==> config.mk <==
export PLATFORM = sky130hd
export DESIGN_NAME = mc_ctrl
export DESIGN_NICKNAME = d
export VERILOG_FILES = /design/src/rtl/mc_ctrl.sv
export SDC_FILE = /design/constraint.sdc
export NUM_CORES = 1
export LEC_CHECK = 0
export BUFFER_PORTS_ARGS = -buffer_cell sky130_fd_sc_hd__buf_2
export CAP_MARGIN = 20
export CORE_MARGIN = 2
export CORE_UTILIZATION = 57
export CTS_BUF_LIST = sky130_fd_sc_hd__clkbuf_8
export CTS_CLUSTER_DIAMETER = 30
export DETAILED_ROUTE_END_ITERATION = 6
export PLACE_DENSITY = 0.87
export RECOVER_POWER = 100
export SLEW_MARGIN = 40
export SYNTH_ARGS = -nofsm -noshare
export SYNTH_HDL_FRONTEND = slang
export SYNTH_SLANG_ARGS = --single-unit
==> constraint.sdc <==
create_clock -name clk -period 3 [get_ports clk]
set_clock_uncertainty 0.05 [all_clocks]
set_input_delay 0.3 -clock clk [delete_from_list [all_inputs] [get_ports clk]]
set_output_delay 0.3 -clock clk [all_outputs]
set_load 0.01 [all_outputs]
==> src/rtl/mc_ctrl.sv <==
// Multicycle MIPS-subset control unit: a Moore FSM with registered per-state controls.
// Only the FETCH handshake strobes (mem_ready), pc_en (zero) and reset gating are combinational.
module mc_ctrl (
  input  logic       clk,
  input  logic       rst_n,
  input  logic [5:0] op,
  input  logic [5:0] funct,
  input  logic       zero,
  input  logic       mem_ready,
  output logic       pc_write,
  output logic       pc_write_cond,
  output logic       pc_en,
  output logic [1:0] pc_src,
  output logic       ir_write,
  output logic       i_or_d,
  output logic       mem_read,
  output logic       mem_write,
  output logic       reg_write,
  output logic       reg_dst,
  output logic       mem_to_reg,
  output logic       alu_src_a,
  output logic [1:0] alu_src_b,
  output logic [2:0] alu_ctr,
  output logic       ext_op,
  output logic [3:0] state,
  output logic       illegal
);

  typedef enum logic [3:0] {
    S_FETCH    = 4'd0,
    S_DECODE   = 4'd1,
    S_MEM_ADDR = 4'd2,
    S_MEM_RD   = 4'd3,
    S_MEM_WB   = 4'd4,
    S_MEM_WR   = 4'd5,
    S_R_EXE    = 4'd6,
    S_R_WB     = 4'd7,
    S_BRANCH   = 4'd8,
    S_JUMP     = 4'd9,
    S_I_EXE    = 4'd10,
    S_I_WB     = 4'd11
  } state_e;

  localparam logic [5:0] OP_RTYPE = 6'b000000;
  localparam logic [5:0] OP_LW    = 6'b100011;
  localparam logic [5:0] OP_SW    = 6'b101011;
  localparam logic [5:0] OP_BEQ   = 6'b000100;
  localparam logic [5:0] OP_J     = 6'b000010;
  localparam logic [5:0] OP_ORI   = 6'b001101;
  localparam logic [5:0] F_ADDU   = 6'b100001;
  localparam logic [5:0] F_SUBU   = 6'b100011;
  localparam logic [2:0] ALU_ADD  = 3'b010;
  localparam logic [2:0] ALU_SUB  = 3'b110;
  localparam logic [2:0] ALU_OR   = 3'b001;

  // fetch marks the state whose ir_write/pc_write follow mem_ready
  typedef struct packed {
    logic       jump_wr;
    logic       br_wr;
    logic       fetch;
    logic [1:0] pc_src;
    logic       i_or_d;
    logic       mem_read;
    logic       mem_write;
    logic       reg_write;
    logic       reg_dst;
    logic       mem_to_reg;
    logic       alu_src_a;
    logic [1:0] alu_src_b;
    logic [2:0] alu_ctr;
    logic       ext_op;
  } ctl_t;

  function automatic ctl_t ctl_default();
    ctl_t c;
    c         = '0;
    c.alu_ctr = ALU_ADD;
    c.ext_op  = 1'b1;
    return c;
  endfunction

  function automatic ctl_t ctl_of(input state_e st, input logic [5:0] fn);
    ctl_t c;
    c = ctl_default();
    case (st)
      S_FETCH:    begin c.fetch = 1'b1; c.mem_read = 1'b1; c.alu_src_b = 2'b01; end
      S_DECODE:   c.alu_src_b = 2'b11;
      S_MEM_ADDR: begin c.alu_src_a = 1'b1; c.alu_src_b = 2'b10; end
      S_MEM_RD:   begin c.mem_read = 1'b1; c.i_or_d = 1'b1; end
      S_MEM_WB:   begin c.reg_write = 1'b1; c.mem_to_reg = 1'b1; end
      S_MEM_WR:   begin c.mem_write = 1'b1; c.i_or_d = 1'b1; end
      S_R_EXE:    begin
        c.alu_src_a = 1'b1;
        c.alu_ctr   = (fn == F_SUBU) ? ALU_SUB : ALU_ADD;
      end
      S_R_WB:     begin c.reg_write = 1'b1; c.reg_dst = 1'b1; end
      S_BRANCH:   begin
        c.alu_src_a = 1'b1;
        c.alu_ctr   = ALU_SUB;
        c.br_wr     = 1'b1;
        c.pc_src    = 2'b01;
      end
      S_JUMP:     begin c.jump_wr = 1'b1; c.pc_src = 2'b10; end
      S_I_EXE:    begin
        c.alu_src_a = 1'b1;
        c.alu_src_b = 2'b10;
        c.ext_op    = 1'b0;
        c.alu_ctr   = ALU_OR;
      end
      S_I_WB:     c.reg_write = 1'b1;
      default:    c = ctl_default();
    endcase
    return c;
  endfunction

  state_e     state_q, state_d;
  logic [5:0] op_q, funct_q;
  logic       illegal_q;
  logic       bad_d;
  logic [5:0] funct_sel_d;
  ctl_t       ctl_q, ctl_d, ctl_s;
  logic       fetch_go_s;

  // next-state decode; MEM_ADDR steers on the opcode captured when DECODE was left
  always_comb begin
    state_d = state_q;
    bad_d   = 1'b0;
    case (state_q)
      S_FETCH:    state_d = mem_ready ? S_DECODE : S_FETCH;
      S_DECODE: begin
        if ((op == OP_RTYPE) && ((funct == F_ADDU) || (funct == F_SUBU))) begin
          state_d = S_R_EXE;
        end else if ((op == OP_LW) || (op == OP_SW)) begin
          state_d = S_MEM_ADDR;
        end else if (op == OP_BEQ) begin
          state_d = S_BRANCH;
        end else if (op == OP_J) begin
          state_d = S_JUMP;
        end else if (op == OP_ORI) begin
          state_d = S_I_EXE;
        end else begin
          state_d = S_FETCH;
          bad_d   = 1'b1;
        end
      end
      S_MEM_ADDR: state_d = (op_q == OP_LW) ? S_MEM_RD : S_MEM_WR;
      S_MEM_RD:   state_d = mem_ready ? S_MEM_WB : S_MEM_RD;
      S_MEM_WB:   state_d = S_FETCH;
      S_MEM_WR:   state_d = mem_ready ? S_FETCH : S_MEM_WR;
      S_R_EXE:    state_d = S_R_WB;
      S_R_WB:     state_d = S_FETCH;
      S_BRANCH:   state_d = S_FETCH;
      S_JUMP:     state_d = S_FETCH;
      S_I_EXE:    state_d = S_I_WB;
      S_I_WB:     state_d = S_FETCH;
      default:    state_d = S_FETCH;
    endcase
    funct_sel_d = (state_q == S_DECODE) ? funct : funct_q;
    ctl_d       = ctl_of(state_d, funct_sel_d);
  end

  // state, instruction latch, sticky flag and controls for the state being entered
  always_ff @(posedge clk) begin
    if (!rst_n) begin
      state_q   <= S_FETCH;
      op_q      <= 6'd0;
      funct_q   <= 6'd0;
      illegal_q <= 1'b0;
      ctl_q     <= ctl_of(S_FETCH, 6'd0);
    end else begin
      state_q   <= state_d;
      illegal_q <= illegal_q | bad_d;
      ctl_q     <= ctl_d;
      if (state_q == S_DECODE) begin
        op_q    <= op;
        funct_q <= funct;
      end
    end
  end

  // while reset is held every control sits at its quiet default
  always_comb begin
    if (rst_n) begin
      ctl_s = ctl_q;
    end else begin
      ctl_s = ctl_default();
    end
  end

  assign fetch_go_s    = ctl_s.fetch & mem_ready;
  assign pc_write      = ctl_s.jump_wr | fetch_go_s;
  assign pc_write_cond = ctl_s.br_wr;
  assign pc_en         = pc_write | (pc_write_cond & zero);
  assign pc_src        = ctl_s.pc_src;
  assign ir_write      = fetch_go_s;
  assign i_or_d        = ctl_s.i_or_d;
  assign mem_read      = ctl_s.mem_read;
  assign mem_write     = ctl_s.mem_write;
  assign reg_write     = ctl_s.reg_write;
  assign reg_dst       = ctl_s.reg_dst;
  assign mem_to_reg    = ctl_s.mem_to_reg;
  assign alu_src_a     = ctl_s.alu_src_a;
  assign alu_src_b     = ctl_s.alu_src_b;
  assign alu_ctr       = ctl_s.alu_ctr;
  assign ext_op        = ctl_s.ext_op;
  assign state         = state_q;
  assign illegal       = illegal_q & rst_n;

endmodule

Word level (Yosys, flattened, before mapping)
Cells that the tools add are included.
{ "totals": {"ram_bits": 0, "latch_bits": 0, "inputBits": 16, "output_inout_bits": 24, "romBits": 0, "reg_bits": 35, "memories": 0} }
{ "classes": {"n_eq_ne": 26, "magnitude_cmp": 0, "bitwise": 6, "addsub": 0, "mux": 33, "n_shift": 0, "reduce_logical": 11, "n_div": 0, "mul": 0} }
{ "op_table": {"columns": ["op", "n"], "rows": [
  ["equality test 6 bit (second input constant)", 6],
  ["one-hot mux 4 bit (7 select lines)", 1],
  ["equality test 4 x 3 -> 1 bit (second input constant)", 6],
  ["equality test 4 bit (second input constant)", 5],
  ["two-way mux 4 bit", 5],
  ["two-way mux 1 bit", 18],
  ["two-way mux 18 bit", 1],
  ["equality test 4 x 2 -> 1 bit (second input constant)", 4],
  ["two-way mux 3 bit", 4],
  ["one-hot mux 3 bit (3 select lines)", 1],
  ["equality test 4 x 1 -> 1 bit (second input constant)", 2],
  ["zero test 4 bit", 2],
  ["equality test 6 x 2 -> 1 bit (second input constant)", 1],
  ["equality test 6 x 3 -> 1 bit (second input constant)", 1],
  ["equality test 6 x 4 -> 1 bit (second input constant)", 1],
  ["zero test 6 bit", 1],
  ["two-way mux 6 bit", 1],
  ["one-hot mux 2 bit (3 select lines)", 1],
  ["OR reduction 2 bit", 3],
  ["one-hot mux 2 bit (2 select lines)", 1],
  ["OR reduction 4 bit", 1],
  ["bitwise AND 1 bit", 3],
  ["OR 1 bit", 3],
  ["OR reduction 3 bit", 1],
  ["2 further kinds", 3]
]} }

Depth between registers and ports, before layout
{ "logic_depth": {"ltp_word": 10, "ltp_mapped": 7, "ltp_nobuf": 6} }

Least setup slack after synthesis
Ideal clock, no wire load.
{ "synth_path": {"path_kind": "register to register", "startpoint": "register state_q[1], in the netlist state[1]", "endpoint": "register ctl_q[12] in the netlist's numbering", "n_path_buf": 0, "synth_period_minus_slack_ps": 1706, "arrival_time_ps": 1531, "path_slack_ps": 1294, "setup_time_ps": 125, "stages_incl_launch_ff": 7, "cell_sequence": "dfxtp_1 > inv_2 > or3_1 > o32a_1 > and2_4 > nand2_1 > o32ai_2"} }
{ "synth_between": {"elab_chain_len": 5, "elab_cells_between_ends": 12, "cone_classes": "eq/ne: 8; mux: 2; reduce/logical: 2"} }
{ "synth_rtl": {"columns": ["item", "line_no", "source"], "rows": [
  ["from (decl)", "116", "state_e state_q, state_d;"],
  ["from (signal assigned)", "171", "state_q <= state_d;"],
  ["equality test 4 bit, or another cell as far along", "128", "case (state_q)"],
  ["one-hot mux 4 bit (7 select lines) *", "128", null],
  ["equality test 4 x 2 -> 1 bit or equality test 4 x 3 -> 1 bit (tied branches)", "85", "case (st)"],
  ["OR reduction 2 bit (no line) *", null, null],
  ["two-way mux 1 bit *", "85", null],
  ["to (signal assigned)", "169", "ctl_q <= ctl_of(S_FETCH, 6'd0);"],
  ["to (signal assigned)", "173", "ctl_q <= ctl_d;"],
  ["to (decl)", "121", "ctl_t ctl_q, ctl_d, ctl_s;"]
]} }
Every way passes the cells marked *; elsewhere a longest branch is shown, timed or not.
A chain may end at the register's enable or synchronous reset.

Worst setup path in the final report
{ "layout_path": {"startpoint": "register state_q[0], in the netlist state[0]", "endpoint": "register ctl_q[11] in the netlist's numbering"} }
{ "layout_between": {"elab_chain_len": 5, "elab_cells_between_ends": 12, "cone_classes": "eq/ne: 7; mux: 2; reduce/logical: 3"} }
{ "layout_rtl": {"columns": ["item", "line_no"], "rows": [
  ["equality test 4 bit, or another cell as far along", "128"],
  ["one-hot mux 4 bit (7 select lines) *", "128"],
  ["equality test 4 x 2 -> 1 bit or zero test 4 bit (tied branches)", "85"],
  ["OR reduction 2 bit (no line) *", null],
  ["two-way mux 1 bit *", "85"]
]} }
Marked as above.

==> results.cfg <==
[critical_path]
arrival_ns = 2.23
path_max_fanout = 10
path_class = register to register
crit_required_ns = 3.06
slowest_stage = dfxtp_1
crit_path_end_kind = register
crit_chain = nor4b_4 -> nand3_1 -> o21ai_0 -> or2_0 -> o21ai_0
cp_common_cell = o21ai_0
critPathLaunchType = register
max_stage_delay_ns = 0.51

[timing]
rsz0062_at_grt = no
tns_ns = 0
fin_crit_sh_pct = 72.3
holdWs_ns = 0.232
setup_slack_ns = 0.830
drv_slew = 0
relSlewSlack_pct = 40.7
setup_violations = 0
fin_crit_ns = 2.17
worst_slew_pin_slew_ns = 0.889
finalHoldViolCount = 0
fmax_mhz = 461

[logic_synthesis]
ys_warn_count = 0
netlist_area_sq_mm = 0.00138
synth_seq_cells = 28
ys_seq_area_share_pct = 40.7
synth_cell_types = 46
syn_nets = 176
synth_top_area_share_pct = 40.7
avgSynthCellArea_sq_um = 8.61
syn_inst = 160
synthTopCellsByArea = dfxtp_1, and2_1, nand2_1, nor2_1, a21oi_1
synth_edf_count = 0
ys_async_sr_fraction_pct = 0
ys.flop_type = dfxtp_1
post-synth-top-area-cell = dfxtp_1

[power]
ir_worst_vdd_mv = 0.338
powerDensity_mw_per_mm2 = 478
p_int_uw = 590
combPwrFrac_pct = 10.3
p_leak_uw = 0.000660
switching_power_uw = 166
switching_share_pct = 22.0
clockPowerShare_pct = 38.6
seqPwrFrac_pct = 51.2

[clocking]
cts_inserted_buffers = 3
htreeDepth = 1
clock_sinks = 28
cts_hold_buf = 0
clockRootBuffer = clkbuf_8
clkTransAtPathRegs_ns = 0.10
cts_tree = built
post_cts_buffers = 0
clk_latency_ns = 0.27
cts.repair.resized = 0
clockBufferDepth = 2

[global_route]
grt_pass1_wl_um = 4760
antenna_found_initial = 0
grt_pass1_vias = 1077
grt_overflow = 0
grt_max_degree = 29
track_usage_pct = 23.1

[die]
ios = 40
chipHeight_um = 53.2
die_w_um = 53.2
die_area_sq_mm = 0.00283
start_util_pct = 61.1
rows = 17
fp.coreArea_sq_mm = 0.00225

[final_layout]
final_cell_mix = dfxtp_1, buf_2, nand2_1, clkbuf_1, nor2_1
syn2layout_area_growth_pct = 14.9
drive_gt1_share_pct = 17.6
antenna_cells = 0
layout_commonest_cell = dfxtp_1
fin_nets = 210

[route]
postRouteWirelength_um = 2980
viasPerCell = 5.44
num_vias = 1202
ant_nets = 0
first_iter_violations = 24
routedWlPerCell_um = 13.5
drt-pass1-iter-count = 4
drc = 0

[flow_run]
maxCapViolCount = 0

[placed_design]
io_buffers = 39
hpwlAfterDp_um = 2230
place.gp.congestion = 0.874
pre_cts_slack_ns = 1.05

[hold_path]
hp-class = input pin to register

[outcome]
outcome = finished, final reports clean
## final cells by class
| type | count | area, sq um |
|---|---|---|
| Fill cell | 188 | 672 |
| Tap cell | 28 | 35.0 |
| Inverter | 8 | 30.0 |
| Clock inverter | 1 | 30.0 |
| Sequential cell | 28 | 561 |
| Clock buffer | 3 | 41.3 |
| Timing Repair Buffer | 39 | 175 |
| Multi-Input combinational cell | 114 | 711 |
## sequential cells by signal, indices dropped and copies added, names as in the netlist
name,count
ctl_q,17
illegal_q,1
op_q,6
state,4
## per-stage QoR
step / instance area [sq um] / instances / power [uW] / util, %
CTS: 1630 / 221 / 760 / 72.3
global route: 1580 / 221 / 777 / 70.2
finish: 1580 / 221 / 756 / 70.2
global placement: 1560 / 217 / 472 / 69.1
floorplan: 1380 / 160 / 447 / -
detailed placement: 1560 / 217 / 476 / 69.1
## worst paths after layout
check	start	end	slack (ns)	depth (start not counted)
setup / recovery	state[0]	ctl_q[11]	0.83	5
setup reg to reg	state[0]	ctl_q[11]	0.83	5
hold / removal	funct[1]	ctl_q[3]	0.23	3
hold reg to reg	op_q[5]	op_q[5]	0.43	2
## cell usage after synthesis, types with 2 or more instances
cell type and n:
nor2b_1 2, o21ai_1 5, nand2b_1 2, nor2_1 14, nor4bb_1 2, clkbuf_1 6, and3_1 2, or3_1 2
o21ai_0 3, inv_1 6, a21oi_1 10, nor3b_1 4, buf_4 3, nor3_1 2, and2_1 17, dfxtp_1 28
nand3_1 4, mux2i_1 2, a21o_1 3, nand2_1 17
## kinds of logic (layout without fill, tap and decap cells)
| group | count (synthesis) | count (layout) | synth area share [%] |
|---|---|---|---|
| AND/OR/NAND/NOR | 79 | 79 | 35.1 |
| AO/OA/AOI/OAI | 32 | 32 | 16.3 |
| multiplexers | 2 | 2 | 1.45 |
| XOR/XNOR | 1 | 1 | 0.636 |
| buffers and inverters | 18 | 51 | 5.81 |
| flip-flops | 28 | 28 | 40.7 |
## power by group through the flow
stage | Clock (uW) | Sequential (uW) | Combinational [uW]
after floorplan | 0 | 393 | 54.1
after global placement | 0 | 395 | 77.9
after detailed placement | 0 | 396 | 80.6
after CTS | 292 | 387 | 81.5
after global routing | 302 | 388 | 86.4
final | 292 | 387 | 77.5
## worst max-delay path: cells and delay by family, from the launching register on
family	cells	cell delay (ns)
and+or+nand+nor	3	0.96
DFF	1	0.51
AOI/OAI and AO/OA	2	0.49
## layer usage
metal / vias to the layer above / global-route usage (%) / share of wire (%)
li1: 608 / - / -
met1: 551 / 30.0 / 46
met2: 39 / 39.4 / 48
met3: 4 / 2.54 / 5.3
met4: 0 / 8.12 / 0.97
met5: - / 0 / 0
(Power assumes the default switching activity.)
